[config.mk]
export PLATFORM = sky130hd
export DESIGN_NAME = nios_cpu_nios2_oci_dct_capture_flat
export DESIGN_NICKNAME = d
export VERILOG_FILES = /design/src/rtl/nios_cpu_nios2_oci_dct_capture_if.sv /design/src/rtl/nios_cpu_nios2_oci_dct_capture.sv /design/src/flat_wrapper.sv
export SDC_FILE = /design/constraint.sdc
export NUM_CORES = 1
export LEC_CHECK = 0
export ABC_CLOCK_PERIOD_IN_PS = 14600
export BUFFER_PORTS_ARGS = -buffer_cell sky130_fd_sc_hd__buf_2
export CAP_MARGIN = 10
export CELL_PAD_IN_SITES_DETAIL_PLACEMENT = 1
export CELL_PAD_IN_SITES_GLOBAL_PLACEMENT = 1
export CORE_AREA = 2 2 214 216
export CTS_CLUSTER_DIAMETER = 100
export DETAILED_ROUTE_END_ITERATION = 10
export DIE_AREA = 0 0 216 218
export HOLD_SLACK_MARGIN = 0.15
export PLACE_DENSITY_LB_ADDON = 0.1
export REMOVE_ABC_BUFFERS = 1
export SKIP_LAST_GASP = 1
export SLEW_MARGIN = 25
export SYNTH_ARGS = -nofsm -noshare
export SYNTH_HDL_FRONTEND = slang
export SYNTH_SLANG_ARGS = --single-unit
[constraint.sdc]
create_clock -name clk -period 14.6 [get_ports clk]
set_clock_uncertainty 0.2 [all_clocks]
set_input_delay 3.65 -clock clk [delete_from_list [all_inputs] [get_ports clk]]
set_output_delay 3.65 -clock clk [all_outputs]
set_load 0.01 [all_outputs]
[src/rtl/nios_cpu_nios2_oci_dct_capture_if.sv]
// Trace-capture bus: OCI frame inputs, run-control levels and the drain handshake.
// The master drives frames and pulls entries; the slave is the capture buffer.
interface nios_cpu_nios2_oci_dct_capture_if #(
  parameter int DATA_W = 30,
  parameter int CNT_W  = 4,
  parameter int ADDR_W = 4,
  parameter int OVF_W  = 16
);
  logic [DATA_W-1:0] dct_buffer;
  logic [CNT_W-1:0]  dct_count;
  logic              dct_valid;
  logic              test_ending;
  logic              test_has_ended;
  logic              rd_ready;
  logic              rd_valid;
  logic [DATA_W-1:0] rd_data;
  logic [CNT_W-1:0]  rd_count;
  logic [ADDR_W:0]   fill_level;
  logic [OVF_W-1:0]  overflow_cnt;
  logic              frozen;
  logic              drained;
  logic              parity_err;

  modport slave (
    input  dct_buffer, dct_count, dct_valid, test_ending, test_has_ended, rd_ready,
    output rd_valid, rd_data, rd_count, fill_level, overflow_cnt, frozen, drained,
    parity_err
  );

  modport master (
    output dct_buffer, dct_count, dct_valid, test_ending, test_has_ended, rd_ready,
    input  rd_valid, rd_data, rd_count, fill_level, overflow_cnt, frozen, drained,
    parity_err
  );
endinterface

[src/rtl/nios_cpu_nios2_oci_dct_capture.sv]
// DCT trace capture FIFO with drop counting and a CAPTURE/FREEZE/DONE run state machine.
// Optional per-entry even parity is enabled by defining NIOS_OCI_DCT_PARITY_EN.
module nios_cpu_nios2_oci_dct_capture #(
  parameter int DATA_W = 30,
  parameter int CNT_W  = 4,
  parameter int DEPTH  = 16,
  parameter int ADDR_W = 4,
  parameter int OVF_W  = 16
) (
  input logic clk,
  input logic reset,
  nios_cpu_nios2_oci_dct_capture_if.slave bus
);
`ifdef NIOS_OCI_DCT_PARITY_EN
  localparam int PAR_W = 1;
`else
  localparam int PAR_W = 0;
`endif
  localparam int EW = PAR_W + CNT_W + DATA_W;

  typedef enum logic [1:0] {ST_CAPTURE, ST_FREEZE, ST_DONE} state_e;

  state_e            state_q, state_d;
  logic [EW-1:0]     mem_q [DEPTH];
  logic [EW-1:0]     head_q, head_d, wr_entry;
  logic [ADDR_W-1:0] wr_ptr_q, wr_ptr_d, rd_ptr_q, rd_ptr_d;
  logic [ADDR_W:0]   fill_q, fill_d;
  logic [OVF_W-1:0]  ovf_q, ovf_d;
  logic              rd_valid_q;
  logic              frozen_q, drained_q;
  logic              wr_cand, wr_acc, rd_fire, full, drop;

`ifdef NIOS_OCI_DCT_PARITY_EN
  assign wr_entry = {^{bus.dct_count, bus.dct_buffer}, bus.dct_count, bus.dct_buffer};
`else
  assign wr_entry = {bus.dct_count, bus.dct_buffer};
`endif

  assign full    = (fill_q == (ADDR_W+1)'(DEPTH));
  assign rd_fire = rd_valid_q && bus.rd_ready;
  assign wr_cand = bus.dct_valid && (bus.dct_count != '0) && (state_q == ST_CAPTURE);
  // A full FIFO still takes the frame when the head leaves on the same edge.
  assign wr_acc  = wr_cand && (!full || rd_fire);
  assign drop    = wr_cand && !wr_acc;

  always_comb begin
    wr_ptr_d = wr_ptr_q + {{(ADDR_W-1){1'b0}}, wr_acc};
    rd_ptr_d = rd_ptr_q + {{(ADDR_W-1){1'b0}}, rd_fire};
    fill_d   = fill_q + {{ADDR_W{1'b0}}, wr_acc} - {{ADDR_W{1'b0}}, rd_fire};
    ovf_d    = (drop && (ovf_q != '1)) ? ovf_q + 1'b1 : ovf_q;
    head_d   = head_q;
    // The only time the new head is the frame being written is when it lands
    // in the slot the read pointer moves onto; bypass the array then.
    if (fill_d != '0) begin
      if (wr_acc && (wr_ptr_q == rd_ptr_d)) head_d = wr_entry;
      else                                  head_d = mem_q[rd_ptr_d];
    end
  end

  always_comb begin
    state_d = state_q;
    unique case (state_q)
      ST_CAPTURE: begin
        if (bus.test_has_ended && (fill_d == '0))        state_d = ST_DONE;
        else if (bus.test_ending || bus.test_has_ended)  state_d = ST_FREEZE;
      end
      ST_FREEZE: if (bus.test_has_ended && (fill_d == '0)) state_d = ST_DONE;
      ST_DONE:   state_d = ST_DONE;
      default:   state_d = ST_CAPTURE;
    endcase
  end

  always_ff @(posedge clk) begin
    if (wr_acc) mem_q[wr_ptr_q] <= wr_entry;
  end

  always_ff @(posedge clk or posedge reset) begin
    if (reset) begin
      state_q    <= ST_CAPTURE;
      head_q     <= '0;
      wr_ptr_q   <= '0;
      rd_ptr_q   <= '0;
      fill_q     <= '0;
      ovf_q      <= '0;
      rd_valid_q <= 1'b0;
      frozen_q   <= 1'b0;
      drained_q  <= 1'b0;
    end else begin
      state_q    <= state_d;
      head_q     <= head_d;
      wr_ptr_q   <= wr_ptr_d;
      rd_ptr_q   <= rd_ptr_d;
      fill_q     <= fill_d;
      ovf_q      <= ovf_d;
      rd_valid_q <= (fill_d != '0);
      frozen_q   <= (state_d != ST_CAPTURE);
      drained_q  <= (state_d == ST_DONE);
    end
  end

`ifdef NIOS_OCI_DCT_PARITY_EN
  logic parity_err_q;
  // Even parity: the XOR over the whole stored word, parity bit included, is zero.
  always_ff @(posedge clk or posedge reset) begin
    if (reset)                      parity_err_q <= 1'b0;
    else if (rd_fire && (^head_q))  parity_err_q <= 1'b1;
  end
  assign bus.parity_err = parity_err_q;
`else
  assign bus.parity_err = 1'b0;
`endif

  assign bus.rd_valid     = rd_valid_q;
  assign bus.rd_data      = head_q[DATA_W-1:0];
  assign bus.rd_count     = head_q[DATA_W +: CNT_W];
  assign bus.fill_level   = fill_q;
  assign bus.overflow_cnt = ovf_q;
  assign bus.frozen       = frozen_q;
  assign bus.drained      = drained_q;
endmodule

[src/flat_wrapper.sv]
// flat-port wrapper written by rule: the top's interface ports become plain ports
module nios_cpu_nios2_oci_dct_capture_flat 
#(
  parameter int DATA_W = 30,
  parameter int CNT_W  = 4,
  parameter int DEPTH  = 16,
  parameter int ADDR_W = 4,
  parameter int OVF_W  = 16
)
  (clk, reset, bus_dct_buffer, bus_dct_count, bus_dct_valid, bus_test_ending, bus_test_has_ended, bus_rd_ready, bus_rd_valid, bus_rd_data, bus_rd_count, bus_fill_level, bus_overflow_cnt, bus_frozen, bus_drained, bus_parity_err);
  nios_cpu_nios2_oci_dct_capture_if #(.DATA_W(DATA_W), .CNT_W(CNT_W), .ADDR_W(ADDR_W), .OVF_W(OVF_W)) bus_i ();
  input logic clk;
  input logic reset;
  input wire logic [$bits(bus_i.dct_buffer)-1:0] bus_dct_buffer;
  input wire logic [$bits(bus_i.dct_count)-1:0] bus_dct_count;
  input wire logic [$bits(bus_i.dct_valid)-1:0] bus_dct_valid;
  input wire logic [$bits(bus_i.test_ending)-1:0] bus_test_ending;
  input wire logic [$bits(bus_i.test_has_ended)-1:0] bus_test_has_ended;
  input wire logic [$bits(bus_i.rd_ready)-1:0] bus_rd_ready;
  output wire logic [$bits(bus_i.rd_valid)-1:0] bus_rd_valid;
  output wire logic [$bits(bus_i.rd_data)-1:0] bus_rd_data;
  output wire logic [$bits(bus_i.rd_count)-1:0] bus_rd_count;
  output wire logic [$bits(bus_i.fill_level)-1:0] bus_fill_level;
  output wire logic [$bits(bus_i.overflow_cnt)-1:0] bus_overflow_cnt;
  output wire logic [$bits(bus_i.frozen)-1:0] bus_frozen;
  output wire logic [$bits(bus_i.drained)-1:0] bus_drained;
  output wire logic [$bits(bus_i.parity_err)-1:0] bus_parity_err;
  assign bus_i.dct_buffer = bus_dct_buffer;
  assign bus_i.dct_count = bus_dct_count;
  assign bus_i.dct_valid = bus_dct_valid;
  assign bus_i.test_ending = bus_test_ending;
  assign bus_i.test_has_ended = bus_test_has_ended;
  assign bus_i.rd_ready = bus_rd_ready;
  assign bus_rd_valid = bus_i.rd_valid;
  assign bus_rd_data = bus_i.rd_data;
  assign bus_rd_count = bus_i.rd_count;
  assign bus_fill_level = bus_i.fill_level;
  assign bus_overflow_cnt = bus_i.overflow_cnt;
  assign bus_frozen = bus_i.frozen;
  assign bus_drained = bus_i.drained;
  assign bus_parity_err = bus_i.parity_err;
  nios_cpu_nios2_oci_dct_capture #(.DATA_W(DATA_W), .CNT_W(CNT_W), .DEPTH(DEPTH), .ADDR_W(ADDR_W), .OVF_W(OVF_W)) u_core (.clk(clk), .reset(reset), .bus(bus_i));
endmodule
==> impl_metrics.py, run 1 <==
metrics = {
    "outcome": {
        "status": "finished clean",
    },
    "setup_path": {
        "r2r-end": "u_core.head_q[28]",
        "path_max_fanout": 30,
        "crit_family": "simple AND/OR/NAND/NOR gates",
        "required_ns": 14.89,
        "cp_common_cell": "buf_12",
        "crit_buf_inv": 4,
        "start_kind": "input pin",
        "critPathMaxStageDelay_ns": 0.57,
        "rrSetupSlack_ns": 10.35,
        "reg2reg_from": "u_core.bus.fill_level[2]",
        "crit_type": "input pin to register",
        "worstPathArrival_ns": 7.37,
        "reg2regPathDepth": 15,
        "worstPathCellList": "buf_2 > or4_4 > nand3_2 > nand2b_2 > inv_1 > ha_1 > fa_1 > xor2_1 > or3_1 > or3_4 > buf_12 > buf_12 > nor2_1 > a31oi_2",
        "worst_path_max_delay_cell": "or4_4",
        "end_kind": "register",
    },
    "sta": {
        "fin_crit_ns": 7.086,
        "rsz0062_at_grt": "false",
        "slew_viol_final": 0,
        "max-slew-margin-rel_pct": 27.80,
        "worst_slew_pin_slew_ns": 1.083,
        "finalHoldViolations": 0,
        "fin_crit_sh_pct": 48.53,
        "setup_viol": 0,
        "setup_tns_ns": 0,
        "fmax_mhz": 141.1,
    },
    "logic_synthesis": {
        "netlist-cell-type-count": 48,
        "synth_seq_area_share_pct": 74.09,
        "synth.area.top_cells": "edfxtp_1, mux4_2, dfrtp_1",
        "synth_largest_area_cell": "edfxtp_1",
        "ys_warn_count": 0,
        "syn_inst": 1221,
        "synthDominantCellAreaShare_pct": 67.19,
        "avgSynthCellArea_um2": 19.91,
        "synth_area_um2": 24310,
        "yosys_register_bits": 611,
    },
    "clock_tree": {
        "cts_made_buffers": 60,
        "htree_levels": 2,
        "clock_path_buffers": 3,
        "clock-sinks": 611,
        "post_cts_buffers": 0,
        "insertion_delay_ns": 0.62,
        "clk_pin_slew_ns": 0.06,
        "post_cts_resize_count": 0,
        "cts_hold_buf": 0,
        "cts_root_buffer": "clkbuf_16",
        "cts_tree": "done",
    },
    "grt": {
        "grt_pass1_vias": 13020,
        "grt_util_all_layers_pct": 24.68,
        "grt_max_degree": 70,
        "overflow": 0,
        "antenna_found_initial": 3,
        "grt_pass1_wl_um": 84380,
    },
    "placement": {
        "io_buffer_count": 97,
        "hpwl_um": 28590,
        "place_congestion": 0.7201,
        "dpl.cell_count": 1879,
    },
    "detailed_routing": {
        "drc": 0,
        "ant_nets": 0,
        "vias_per_cell": 6.069,
        "num_vias": 12100,
        "drtIter0Drc": 1066,
        "routedWlPerCell_um": 28.24,
        "first_pass_iters": 5,
        "wirelength_um": 56300,
    },
    "min_path": {
        "hold-path-endpoint": "u_core.bus.overflow_cnt[10]",
        "hold_start": "u_core.bus.overflow_cnt[10]",
        "holdPathStages": 1,
        "hp-class": "register to register",
    },
    "power": {
        "leakagePower_nw": 9.247,
        "power_density_nw_per_um2": 210.8,
        "vdd_drop_max_mv": 0.2239,
    },
    "run": {
        "drv_cap": 0,
    },
    "floorplan": {
        "coreArea_um2": 44890,
        "dieArea_um2": 47090,
        "start_util_pct": 54.16,
        "floorplan.rows": 78,
        "ios": 99,
        "die_h_um": 218,
        "dieWidth_um": 216,
    },
    "finish": {
        "finalNonFillerCells": 1994,
        "antenna_cells": 0,
        "syn2layout_area_growth_pct": 13.67,
        "layout.nets": 1394,
        "final_util_pct": 61.56,
        "fill_cells": 3833,
        "drive_gt1_share_pct": 32.50,
    },
}
-- power by group --
group | switching (mW) | total [mW] | internal [mW]
clock | 0.662 | 1.63 | 0.966
combinational | 1.10 | 2.12 | 1.02
sequential | 0.0742 | 2.08 | 2.00
-- cells by family after synthesis --
| family | after synthesis | share of synthesized area, % |
|---|---|---|
| AO/OA/AOI/OAI | 109 | 3.638 |
| XOR/XNOR | 28 | 1.040 |
| adder cells (fa/ha/maj) | 12 | 0.6484 |
| buffers and inverters | 81 | 2.007 |
| flip-flops | 611 | 74.09 |
| multiplexers | 172 | 14.09 |
| other | 1 | 0.01542 |
| AND/OR/NAND/NOR | 207 | 4.477 |
-- Yosys cell counts (all sizes together) --
library cell / instances
nor2b: 34
nor3: 8
conb: 1
xor2: 15
nand4: 4
a21oi: 36
inv: 12
edfxtp: 544
a211oi: 34
nand3: 6
fa: 1
ha: 11
o21bai: 1
buf: 54
o21a: 1
dfrtp: 67
nand2b: 3
and4: 4
dlygate4sd1: 1
o21ai: 1
nor4: 5
nand2: 81
and2: 1
clkbuf: 14
a31oi: 34
mux2i: 35
o211ai: 1
or3: 3
xnor2: 13
a21o: 1
nor4b: 1
mux4: 136
and3: 3
mux2: 1
nor2: 51
or4: 3
-- worst register-to-register path: stages (launching register included) --
cell and delay (ns):
dfrtp_1 0.40, inv_1 0.09, ha_1 0.15, nand2_1 0.06
or4_4 0.46, nand2b_2 0.23, inv_1 0.12, ha_1 0.25
fa_1 0.44, xor2_1 0.18, or3_1 0.32, or3_4 0.55
buf_12 0.23, buf_12 0.19, nor2_1 0.19, a31oi_2 0.05
-- per-layer routing --
layer	part of all wire [%]	up-vias	GRT usage (%)	wire, um
li1	-	5148	-	-
met1	43	6505	34.73	24120
met2	49	355	40.56	27850
met3	5.5	88	3.919	3114
met4	2.1	6	7.146	1183
met5	0.069	-	0	39
-- metrics by stage --
stage	hold slack [ns]	instance area (um2)	power (mW)	setup slack, ns
floorplan	0.2588	23870	3.963	3.465
global placement	0.2773	25490	4.179	6.909
detailed placement	0.2905	25540	4.250	6.888
CTS	0.3025	27620	5.888	7.535
global route	0.3268	27640	6.116	7.241
finish	0.2963	27640	5.824	7.514
-- worst max-delay path by stage --
stage	start	end	slack (ns)	cells past startpoint
global placement	bus_dct_count[1]	u_core.bus.drained	6.91	12
global route	bus_rd_ready	u_core.head_q[3]	7.24	11
floorplan	bus_rd_ready	u_core.head_q[10]	3.46	6
finish	bus_dct_count[1]	u_core.head_q[28]	7.51	14
CTS	bus_dct_count[1]	u_core.head_q[28]	7.54	14
detailed placement	bus_dct_count[1]	u_core.head_q[28]	6.89	14
-- cell usage in the layout (no fill, tap or decap), types with 3 or more instances in the layout --
cell and instances:
nor2_1 41, and4_1 4, buf_4 27, and3_1 3
edfxtp_1 544, bufinv_16 11, nor4_2 4, nor2_4 10
clkinvlp_4 7, nor2b_1 34, a31oi_1 4, nand2_1 51
or4_4 3, mux4_2 136, buf_2 97, clkbuf_1 8
clkinv_1 11, xor2_1 12, clkinv_2 11, nor3_2 3
nand4_1 4, clkbuf_16 61, a21oi_1 36, dfrtp_1 67
a211oi_1 34, inv_6 3, ha_1 9, nor3_1 5
nand3_1 5, inv_1 11, mux2i_1 35, xnor2_1 13
a31oi_2 30, nand2_2 30
-- flip-flops by register name (all words and copies together), names as in the netlist --
name,flops
u_core.bus.drained,1
u_core.bus.fill_level,5
u_core.bus.frozen,1
u_core.bus.overflow_cnt,16
u_core.bus.rd_valid,1
u_core.head_q,34
u_core.mem_q,544
u_core.rd_ptr_q,4
u_core.state_q,1
u_core.wr_ptr_q,4
-- area by class of cell --
type | instances | area, um2 | share of cell area, %
flip-flops and latches | 611 | 18010 | 65.18
multi-input cells | 529 | 5987 | 21.66
clock buffers | 70 | 1570 | 5.682
repair buffers | 128 | 750.7 | 2.717
well taps | 600 | 750.7 | 2.717
clock inverters | 44 | 518.0 | 1.874
inverters | 12 | 46.29 | 0.1675
(Power assumes the default switching activity.)
==> inputs of run 2 (changes only) <==
- ABC_CLOCK_PERIOD_IN_PS: 14600 -> 5900
- CORE_AREA: 2 2 214 216 -> 2 2 226 228
- DIE_AREA: 0 0 216 218 -> 0 0 228 230
- clock period: 14.6 -> 5.9 ns (I/O delays scaled with it)
==> impl_metrics.py, run 2 (same netlist as run 1, synthesis figures left out) <==
metrics = {
    "sta": {
        "fin_crit_ns": 4.802,
        "setup_viol": 0,
        "fin_crit_sh_pct": 81.39,
        "worst_slew_pin_slew_ns": 0.9657,
        "max-slew-margin-rel_pct": 35.47,
        "fin_ws_ns": 1.098,
        "rsz0062_at_grt": "false",
        "finalHoldViolations": 0,
        "slew_viol_final": 0,
        "setup_tns_ns": 0,
        "fmax_mhz": 208.2,
    },
    "detailed_routing": {
        "top_layer": "met5",
        "first_pass_iters": 5,
        "vias_per_cell": 5.775,
        "drc": 0,
        "m1WireLength_um": 25260,
        "ant_nets": 0,
        "wl_met3_um": 2474,
        "num_vias": 11990,
        "routedWlPerCell_um": 26.96,
        "met2_length_um": 27270,
        "drtIter0Drc": 876,
        "wirelength_um": 55960,
    },
    "power": {
        "leakagePower_nw": 9.342,
        "p_total_mw": 14.51,
        "vdd_drop_max_mv": 0.4381,
        "power_density_nw_per_um2": 520.0,
    },
    "finish": {
        "drive_gt1_share_pct": 32.22,
        "final_util_pct": 55.98,
        "finalNonFillerCells": 2076,
        "largest_register": "u_core.mem_q",
        "syn2layout_area_growth_pct": 14.81,
        "layout.nets": 1404,
        "final_cell_mix": "edfxtp_1, mux4_2, buf_2, clkbuf_16, dfrtp_1",
        "ff_latch_area_um2": 18010,
        "multi_input_area_um2": 5987,
        "fill_cells": 4409,
        "final_common_cell": "edfxtp_1",
        "largest_reg_flops": 544,
    },
    "min_path": {
        "hp-class": "register to register",
        "hold_start": "u_core.bus.overflow_cnt[14]",
    },
    "floorplan": {
        "ios": 99,
        "die_h_um": 230,
        "coreArea_um2": 49860,
        "start_util_pct": 48.76,
        "dieWidth_um": 228,
        "floorplan.rows": 82,
        "dieArea_um2": 52440,
    },
    "grt": {
        "overflow": 0,
        "grt_pass1_wl_um": 84880,
        "grt_max_degree": 104,
        "antenna_found_initial": 2,
        "grt_pass1_vias": 12950,
        "grt_util_all_layers_pct": 22.09,
    },
    "clock_tree": {
        "cts_tree": "done",
        "post_cts_resize_count": 0,
        "cts_root_buffer": "clkbuf_16",
        "cts_made_buffers": 66,
        "clock_path_buffers": 3,
        "insertion_delay_ns": 0.59,
        "post_cts_buffers": 0,
        "clock-sinks": 611,
        "cts_hold_buf": 0,
        "htree_levels": 3,
        "clk_pin_slew_ns": 0.06,
    },
    "setup_path": {
        "worstPathArrival_ns": 5.03,
        "required_ns": 6.12,
        "end_kind": "register",
        "start_kind": "input pin",
        "path_max_fanout": 37,
        "reg2reg_from": "u_core.bus.fill_level[3]",
        "crit_start": "bus_dct_count[1]",
        "crit_type": "input pin to register",
    },
    "placement": {
        "place_congestion": 0.7245,
        "dpl.cell_count": 1956,
        "place_ws_ns": 0.4936,
        "io_buffer_count": 97,
        "hpwl_um": 29030,
    },
    "outcome": {
        "status": "finished clean",
    },
    "run": {
        "drv_cap": 0,
    },
}
## run 2: report_power, final
group / internal [mW] / switching [mW] / total, mW / leakage, nW
clock: 2.44 / 1.63 / 4.07 / 1.05
sequential: 4.96 / 0.181 / 5.14 / 5.69
combinational: 2.58 / 2.72 / 5.30 / 2.60
## run 2: metrics by stage
stage                     hold slack (ns)  area [um2]
after global routing               0.3295       27910
final                              0.3063       27910
after detailed placement           0.2903       25770
after CTS                          0.3061       27910
after global placement             0.2768       25770
after floorplan                    0.2588       23870
## run 2: final timing paths
check	end	slack, ns	cells after the start
min reg2reg	u_core.bus.overflow_cnt[14]	0.31	1
min	u_core.bus.overflow_cnt[14]	0.31	1
max in group asynchronous	u_core.head_q[27]	3.69	3
min in group asynchronous	u_core.head_q[33]	0.78	2
max reg2reg	u_core.head_q[1]	1.83	14
max	u_core.head_q[1]	1.10	13
## run 2: final cells by class
cell class | count | area share (%)
Clock inverter | 18 | 0.5693
Tap cell | 672 | 3.012
Clock buffer | 101 | 7.091
Sequential cell | 611 | 64.53
Timing Repair Buffer | 132 | 3.174
Inverter | 12 | 0.1659
Antenna cell | 1 | 0.008965
Multi-Input combinational cell | 529 | 21.45
## run 2: worst max-delay path: stages
cell      delay [ns]
buf_2           0.22
or4_4           0.57
nand3_2         0.13
nand2b_2        0.27
inv_1           0.13
ha_1            0.25
fa_1            0.44
xor2_1          0.18
or3_1           0.31
or3_4           0.41
buf_4           0.33
nor2_1          0.21
a31oi_2         0.06
## run 2: metal layers
metal | up-vias | GRT usage (%)
met2 | 276 | 35.91
met5 | - | 0
met1 | 6479 | 31.39
met4 | 2 | 6.025
li1 | 5172 | -
met3 | 60 | 3.584
==> inputs of run 3 (changes only) <==
- ABC_CLOCK_PERIOD_IN_PS: 5900 -> 5000
- CORE_AREA: 2 2 226 228 -> 2 2 216 218
- DIE_AREA: 0 0 228 230 -> 0 0 218 220
- clock period: 5.9 -> 5 ns (I/O delays scaled with it)
==> impl_metrics.py, run 3 (same netlist as run 1, synthesis figures left out) <==
metrics = {
    "clock_tree": {
        "insertion_delay_ns": 0.62,
        "clock_path_buffers": 3,
        "post_cts_resize_count": 0,
        "cts_hold_buf": 0,
        "cts_root_buffer": "clkbuf_16",
        "cts_tree": "done",
        "htree_levels": 2,
        "clk_pin_slew_ns": 0.06,
        "cts_made_buffers": 60,
        "clock-sinks": 611,
        "post_cts_buffers": 0,
    },
    "placement": {
        "placed_cell_area_um2": 25820,
        "dpl.cell_count": 1905,
        "place_ws_ns": 0.1213,
        "place_congestion": 0.7615,
        "io_buffer_count": 97,
        "hpwl_um": 29720,
    },
    "finish": {
        "stdcell_area_um2": 27760,
        "largest_register": "u_core.mem_q",
        "final_cell_mix": "edfxtp_1, mux4_2, buf_2, dfrtp_1, clkbuf_16",
        "layout.nets": 1412,
        "syn2layout_area_growth_pct": 14.18,
        "final_common_cell": "edfxtp_1",
        "finalNonFillerCells": 2016,
        "fill_cells": 3902,
        "antenna_cells": 0,
        "drive_gt1_share_pct": 32.79,
        "largest_reg_flops": 544,
    },
    "setup_path": {
        "path_max_fanout": 35,
        "reg2reg_from": "u_core.bus.fill_level[3]",
        "reg2regPathDepth": 14,
        "r2r-end": "u_core.head_q[16]",
        "required_ns": 5.26,
        "start_kind": "input pin",
        "worstPathArrival_ns": 4.51,
        "crit_type": "input pin to register",
        "rrSetupSlack_ns": 1.10,
        "end_kind": "register",
    },
    "sta": {
        "fin_crit_sh_pct": 85.11,
        "max-slew-margin-rel_pct": 42.22,
        "slew_viol_final": 0,
        "finalHoldViolations": 0,
        "fin_ws_ns": 0.7445,
        "rsz0062_at_grt": "false",
        "fin_crit_ns": 4.256,
        "setup_viol": 0,
        "fmax_mhz": 235.0,
        "worst_slew_pin_slew_ns": 0.8667,
        "hold_ws_ns": 0.3042,
    },
    "min_path": {
        "hold-path-endpoint": "u_core.bus.overflow_cnt[10]",
        "holdPathStages": 1,
        "hp-class": "register to register",
        "hold_start": "u_core.bus.overflow_cnt[10]",
    },
    "outcome": {
        "status": "finished clean",
    },
    "grt": {
        "grt_pass1_wl_um": 83970,
        "grt_util_all_layers_pct": 24.22,
        "overflow": 0,
        "antenna_found_initial": 2,
        "grt_pass1_vias": 12940,
        "grt_max_degree": 104,
    },
    "power": {
        "vdd_drop_max_mv": 0.4777,
        "power_density_nw_per_um2": 608.7,
        "p_total_mw": 16.90,
        "leakagePower_nw": 9.328,
    },
    "detailed_routing": {
        "first_pass_iters": 5,
        "routedWlPerCell_um": 27.77,
        "ant_nets": 0,
        "num_vias": 12050,
        "drtIter0Drc": 1003,
        "drc": 0,
        "wirelength_um": 55990,
        "vias_per_cell": 5.975,
    },
    "floorplan": {
        "coreArea_um2": 45860,
        "die_h_um": 220,
        "dieArea_um2": 47960,
        "dieWidth_um": 218,
        "floorplan.rows": 79,
        "start_util_pct": 53.01,
        "ios": 99,
    },
    "run": {
        "drv_cap": 0,
    },
}
-- run 3: cell type report --
type	instances	area (um2)	area share [%]
flip-flops and latches	611	18010	64.89
multi-input cells	529	5987	21.57
clock buffers	81	1663	5.990
repair buffers	146	1016	3.660
well taps	607	759.5	2.736
clock inverters	30	274.0	0.9871
inverters	12	47.55	0.1713
-- run 3: report_power, final --
group	internal, mW	switching [mW]
sequential	5.85	0.213
clock	2.58	1.85
combinational	3.15	3.25
total	11.6	5.32
-- run 3: worst max-delay path by stage --
stage | to | startpoint | cells after the start
after floorplan | u_core.head_q[10] | bus_rd_ready | 6
after global placement | u_core.head_q[15] | bus_dct_count[3] | 13
after detailed placement | u_core.head_q[16] | bus_dct_count[3] | 13
after CTS | u_core.head_q[16] | bus_dct_count[3] | 13
after global routing | u_core.head_q[16] | bus_dct_count[3] | 13
final | u_core.head_q[16] | bus_dct_count[3] | 13
-- run 3: routing by layer --
| metal | vias up | GRT usage, % | wire length, um |
|---|---|---|---|
| li1 | 5175 | - | - |
| met1 | 6480 | 33.97 | 24550 |
| met2 | 297 | 39.92 | 27630 |
| met3 | 89 | 3.948 | 2537 |
| met4 | 4 | 6.531 | 1243 |
| met5 | - | 0 | 30 |
-- run 3: stage by stage --
| step | setup TNS, ns | util, % |
|---|---|---|
| after floorplan | -245.26 | - |
| after global placement | 0 | 56.30 |
| after detailed placement | 0 | 56.30 |
| after CTS | 0 | 60.52 |
| after global routing | 0 | 60.52 |
| final | 0 | 60.52 |
-- run 3: critical path, stage by stage --
cell      delay (ns)
buf_2           0.21
or4_4           0.52
nand3_2         0.12
nand2b_2        0.14
inv_1           0.08
ha_1            0.24
fa_1            0.43
xor2_1          0.19
or3_1           0.32
or3_4           0.41
buf_4           0.28
nor2_1          0.21
a31oi_2         0.05
